--- src/rtl/uart_receptor_pkg.sv ---
// Shared definitions for the UART receiver (and the matching transmitter).
// - NBIT_DATA_LEN     : default number of data bits per frame
// - NUM_TICKS_DEFAULT : default oversampling ticks per bit
// - IDLE..BREAK       : 3-bit state encodings shared by the UART FSMs
package uart_receptor_pkg;

    localparam int unsigned NBIT_DATA_LEN     = 8;
    localparam int unsigned NUM_TICKS_DEFAULT = 16;

    localparam logic [2:0] IDLE  = 3'd0;
    localparam logic [2:0] START = 3'd1;
    localparam logic [2:0] DATA  = 3'd2;
    localparam logic [2:0] STOP  = 3'd3;
    localparam logic [2:0] BREAK = 3'd4;

    typedef enum logic [2:0] {
        StIdle  = IDLE,
        StStart = START,
        StData  = DATA,
        StStop  = STOP,
        StBreak = BREAK
    } rx_state_e;

endpackage

--- src/rtl/uart_receptor_sync_2ff.sv ---
// Two-flop synchronizer for a single asynchronous input.
// - clk   : destination clock
// - reset : asynchronous active-low reset, loads RESET_VALUE into both flops
// - d     : asynchronous input
// - q     : synchronized output, two clk cycles of latency
module sync_2ff #(
    parameter logic RESET_VALUE = 1'b1
) (
    input  logic clk,
    input  logic reset,
    input  logic d,
    output logic q
);

    logic meta_q;

    always_ff @(posedge clk or negedge reset) begin
        if (!reset) begin
            meta_q <= RESET_VALUE;
            q      <= RESET_VALUE;
        end else begin
            meta_q <= d;
            q      <= meta_q;
        end
    end

endmodule

--- src/rtl/uart_receptor.sv ---
// UART receiver: 1 start bit, NBIT_DATA data bits LSB first, 1 stop bit, no parity.
// The line is sampled in the middle of each bit using a 16x (NUM_TICKS) oversampling tick.
// - clk          : system clock
// - reset        : asynchronous active-low reset
// - tick         : one-clk oversampling enable from the baud-rate generator
// - rx_bit       : asynchronous serial line, idles high
// - data_out     : last received word, held until the next frame completes
// - rx_done_tick : one-clk pulse when a frame completes
// - frame_err    : stop-bit status of the last frame (1 = stop bit was low)
module uart_receptor
    import uart_receptor_pkg::*;
#(
    parameter int unsigned NBIT_DATA     = NBIT_DATA_LEN,
    parameter int unsigned NUM_TICKS     = NUM_TICKS_DEFAULT,
    parameter int unsigned LEN_DATA      = $clog2(NBIT_DATA),
    parameter int unsigned LEN_NUM_TICKS = $clog2(NUM_TICKS)
) (
    input  logic                 clk,
    input  logic                 reset,
    input  logic                 tick,
    input  logic                 rx_bit,
    output logic [NBIT_DATA-1:0] data_out,
    output logic                 rx_done_tick,
    output logic                 frame_err
);

    localparam logic [LEN_NUM_TICKS-1:0] HALF_LAST = LEN_NUM_TICKS'(NUM_TICKS / 2 - 1);
    localparam logic [LEN_NUM_TICKS-1:0] TICK_LAST = LEN_NUM_TICKS'(NUM_TICKS - 1);
    localparam logic [LEN_NUM_TICKS-1:0] TICK_ONE  = LEN_NUM_TICKS'(1);
    localparam logic [LEN_DATA-1:0]      BIT_LAST  = LEN_DATA'(NBIT_DATA - 1);
    localparam logic [LEN_DATA-1:0]      BIT_ONE   = LEN_DATA'(1);

    rx_state_e              state;
    logic [LEN_NUM_TICKS-1:0] tick_counter;
    logic [LEN_DATA-1:0]      num_bits;
    logic [NBIT_DATA-1:0]     shift_reg;
    logic                     rx_sync;

    sync_2ff #(
        .RESET_VALUE (1'b1)
    ) u_sync_rx (
        .clk   (clk),
        .reset (reset),
        .d     (rx_bit),
        .q     (rx_sync)
    );

    always_ff @(posedge clk or negedge reset) begin
        if (!reset) begin
            state        <= StIdle;
            tick_counter <= '0;
            num_bits     <= '0;
            shift_reg    <= '0;
            data_out     <= '0;
            rx_done_tick <= 1'b0;
            frame_err    <= 1'b0;
        end else begin
            // Pulse is cleared every clk so it lasts exactly one cycle.
            rx_done_tick <= 1'b0;
            if (tick) begin
                case (state)
                    StIdle: begin
                        if (!rx_sync) begin
                            state        <= StStart;
                            tick_counter <= '0;
                        end
                    end
                    StStart: begin
                        if (tick_counter == HALF_LAST) begin
                            tick_counter <= '0;
                            if (!rx_sync) begin
                                state    <= StData;
                                num_bits <= '0;
                            end else begin
                                // Start bit vanished before its middle: treat as a glitch.
                                state <= StIdle;
                            end
                        end else begin
                            tick_counter <= tick_counter + TICK_ONE;
                        end
                    end
                    StData: begin
                        if (tick_counter == TICK_LAST) begin
                            tick_counter <= '0;
                            shift_reg    <= {rx_sync, shift_reg[NBIT_DATA-1:1]};
                            if (num_bits == BIT_LAST) begin
                                state <= StStop;
                            end else begin
                                num_bits <= num_bits + BIT_ONE;
                            end
                        end else begin
                            tick_counter <= tick_counter + TICK_ONE;
                        end
                    end
                    StStop: begin
                        if (tick_counter == TICK_LAST) begin
                            tick_counter <= '0;
                            data_out     <= shift_reg;
                            rx_done_tick <= 1'b1;
                            frame_err    <= ~rx_sync;
                            // Leaving at mid-stop lets a back-to-back start edge be caught.
                            state        <= rx_sync ? StIdle : StBreak;
                        end else begin
                            tick_counter <= tick_counter + TICK_ONE;
                        end
                    end
                    StBreak: begin
                        // Wait for the line to return high so a held-low line yields one frame.
                        if (rx_sync) begin
                            state <= StIdle;
                        end
                    end
                    default: begin
                        state        <= StIdle;
                        tick_counter <= '0;
                        num_bits     <= '0;
                    end
                endcase
            end
        end
    end

endmodule

--- config.mk ---
export PLATFORM = sky130hd
export DESIGN_NAME = uart_receptor
export DESIGN_NICKNAME = d
export VERILOG_FILES = /design/src/rtl/uart_receptor_pkg.sv /design/src/rtl/uart_receptor_sync_2ff.sv /design/src/rtl/uart_receptor.sv
export SDC_FILE = /design/constraint.sdc
export NUM_CORES = 1
export LEC_CHECK = 0
export BUFFER_PORTS_ARGS = -buffer_cell sky130_fd_sc_hd__buf_2
export CAP_MARGIN = 20
export CORE_MARGIN = 2
export CORE_UTILIZATION = 57
export CTS_BUF_LIST = sky130_fd_sc_hd__clkbuf_4
export DETAILED_ROUTE_END_ITERATION = 10
export HOLD_SLACK_MARGIN = 0.15
export PLACE_DENSITY = 0.77
export SYNTH_ARGS = -nofsm -noshare
export SYNTH_HDL_FRONTEND = slang
export SYNTH_HIERARCHICAL = 1
export SYNTH_SLANG_ARGS = --single-unit
export TNS_END_PERCENT = 50
--- constraint.sdc ---
create_clock -name clk -period 4 [get_ports clk]
set_input_delay 0.4 -clock clk [delete_from_list [all_inputs] [get_ports clk]]
set_output_delay 0.4 -clock clk [all_outputs]
set_load 0.01 [all_outputs]
==> run_results.csv <==
group,metric,value,unit
status,status,"complete, no violations",
sta,worstMarginPinSlew,0.6425,ns
synth,syn_area,0.001370,mm2
clocking,path_clk_slew,0.10,ns
routing,ant_nets,0,
synth,ys_warn_count,6,
critical_path,crit_arrival,2.19,ns
synth,yosys.area.top_type_share,51.14,%
power,vdd.ir_drop.worst,0.3205,mV
clocking,htreeDepth,2,
hold_path,min_to,"u_sync_rx/meta_q",
hold_path,min_from,"rx_bit",
hold_path,hold_class,"in -> reg",
critical_path,r2r_end,"state[0]",
synth,synthCells,106,
sta,min_period,1.970,ns
critical_path,rr_worst_depth,5,
power,switching_share,32.68,%
critical_path,crit_chain,"ha_1, and3b_1, o32ai_1, or2_4, mux2_4",
power,intPower,496.9,uW
floorplanning,die_h,53.03,um
synth,async_reset_ff_share,100.0,%
routing,routedWlPerCell,14.61,um
synth,synth.area.top_cells,"dfrtp_1 51%, mux2_1 15%, dfstp_2 3.8%",
critical_path,cp.required,4.22,ns
critical_path,critPathMaxFanout,4,
layout,final_common_cell,"dfrtp_1",
power,combPwrFrac,24.7,%
critical_path,endpoint_kind,"flop",
layout,drive_above_1_share,22.95,%
floorplanning,fp.coreArea,0.002233,mm2
synth,ys_ff_latch,30,
synth,synth_top_area_cell,"dfrtp_1",
layout,nets,129,
global_routing,grt_start_max_net_pins,31,
sta,slew_violations,0,
sta,fmax,507.7,MHz
run,max_cap_viol_count,0,
routing,drt_iter0_drc,8,
clocking,clk_latency,0.33,ns
routing,num_vias,826,
critical_path,rrSetupSlack,2.03,ns
floorplanning,dieWidth,53.03,um
critical_path,crit_buf_inv,0,
clocking,cts_tree,"built",
global_routing,gr-total-overflow,0,
floorplanning,die-area,0.002812,mm2
routing,firstDrtPassIters,4,
global_routing,grtUsageTotal,20.23,%
power,p_sw,241.2,uW
synth,synth.avg_cell_area,12.93,um2
layout,final_core_util,66.61,%
sta,rsz0062_at_grt,"false",
layout,final_cell_mix,"28 x dfrtp_1, 18 x mux2_1, 13 x buf_2",
power,pwr-share-seq,53.0,%
sta,finalHoldViolations,0,
synth,synth_enable_flop_cells,0,
critical_path,critPathKind,"reg -> reg",
routing,drc,0,
global_routing,grt_pass1_wl,3857,um
sta,tns,0,ns
critical_path,max_stage_delay,0.47,ns
global_routing,grt_antenna_before_repair,0,
routing,totalWireLength,2192,um
critical_path,r2r_start,"tick_counter[0]",
routing,via_per_inst,5.507,
floorplanning,io_pins,14,
sta,setup_viol,0,
hold_path,holdPathStages,1,
power,leakage,0.0007901,uW
power,pwr-share-clk,22.3,%
critical_path,slowest_stage,"o32ai_1",
layout,area_delta_synth_final,8.585,%
clocking,cts_setup_buffers,0,
synth,ys.flop_type,"dfrtp_1",
clocking,cts_buffer_depth,2,
layout,n_antenna_cell,0,
synth,yosysUniqueCellTypes,30,
placed_design,gp_congestion,0.9180,
placed_design,io_buffers,13,
sta,fin_skew,0.01264,ns
critical_path,cp-start-kind,"flop",
clocking,cts.sinks,30,
sta,finalCritPeriodShare,49.25,%
placed_design,hpwl,1489,um
clocking,cts_root_buffer,"clkbuf_4",
sta,relSlewSlack,57.17,%
global_routing,grt_pass1_vias,819,
synth,syn_nets,113,
critical_path,path_delay_family,"compound AO/OA/AOI/OAI gates",
floorplanning,start_util,61.34,%
floorplanning,rows,17,
clocking,cts_made_buffers,5,
power,power.density,496.2,mW/mm2
synth,seq_area_frac_synth,54.98,%
## logic make-up after synthesis
kind of cell	count (synthesis)	share of synthesized area, %
xor+xnor	2	1.279
mux	22	18.08
simple gates	25	10.05
buf+inv	10	4.293
flops	30	54.98
compound gates	14	8.585
fa+ha+maj	3	2.740
## what timing repair did
action | CTS | global route
gates resized for setup | 0 | 0
hold buffers | 1 | 0
hold endpoints to repair | 28 | 0
## synth_stat cells (2+ instances only)
library cell	count
dfrtp_1	28
mux2_1	18
nand2_1	6
nor2_1	6
inv_1	5
o21ai_1	4
a22o_1	3
ha_1	3
mux2i_1	3
nand2b_1	3
and3_1	2
buf_2	2
buf_6	2
dfstp_2	2
nor3_1	2
o31ai_1	2
xor2_1	2
## metal layers
metal	vias up	track usage (%)	part of all wire (%)
met3	6	7.627	4.7
met5	-	0	0
met4	0	8.974	2.0
met1	387	24.77	47
li1	408	-	-
met2	25	31.67	46
## power groups by stage
stage                     registers, uW  clock network (uW)  logic (uW)
final                               391                 164         183
after CTS                           391                 169         184
after global routing                398                 182         209
after global placement              395                   0         179
after detailed placement            397                   0         183
after floorplan                     370                   0         186
## stage by stage
step | area (um2) | setup slack [ns] | cells | hold WS, ns | total power [uW]
after floorplan | 1370 | 2.250 | 106 | 0.1044 | 556.4
after global placement | 1430 | 2.058 | 142 | 0.3467 | 573.8
after detailed placement | 1430 | 2.044 | 142 | 0.3482 | 579.4
after CTS | 1488 | 2.020 | 150 | 0.1593 | 743.2
after global routing | 1488 | 1.891 | 150 | 0.1542 | 788.3
final | 1488 | 2.030 | 150 | 0.1738 | 738.1
## final cells by class
type                       instances  area [um2]
clock buffer                       5       37.54
sequential                        30       753.2
clock inverter                     2       10.01
tap                               28       35.03
inverter                           5       18.77
fill                             176       745.7
timing repair buffer              14       75.07
multi-input combinational         66       558.0
## worst max path at each step
stage                     slack, ns       startpoint       end  cells past startpoint
after CTS                      2.02  tick_counter[0]  state[0]                      5
after detailed placement       2.04  tick_counter[0]  state[0]                      5
after floorplan                2.25  tick_counter[0]  state[0]                      5
after global routing           1.89  tick_counter[0]  state[0]                      5
after global placement         2.06  tick_counter[0]  state[0]                      5
final                          2.03  tick_counter[0]  state[0]                      5
## worst register-to-register path: stages, from the launching register on
cell	delay, ns
dfrtp_1	0.43
ha_1	0.25
and3b_1	0.21
o32ai_1	0.47
or2_4	0.23
mux2_4	0.29
No activity file was read; power rests on OpenSTA's default activity.
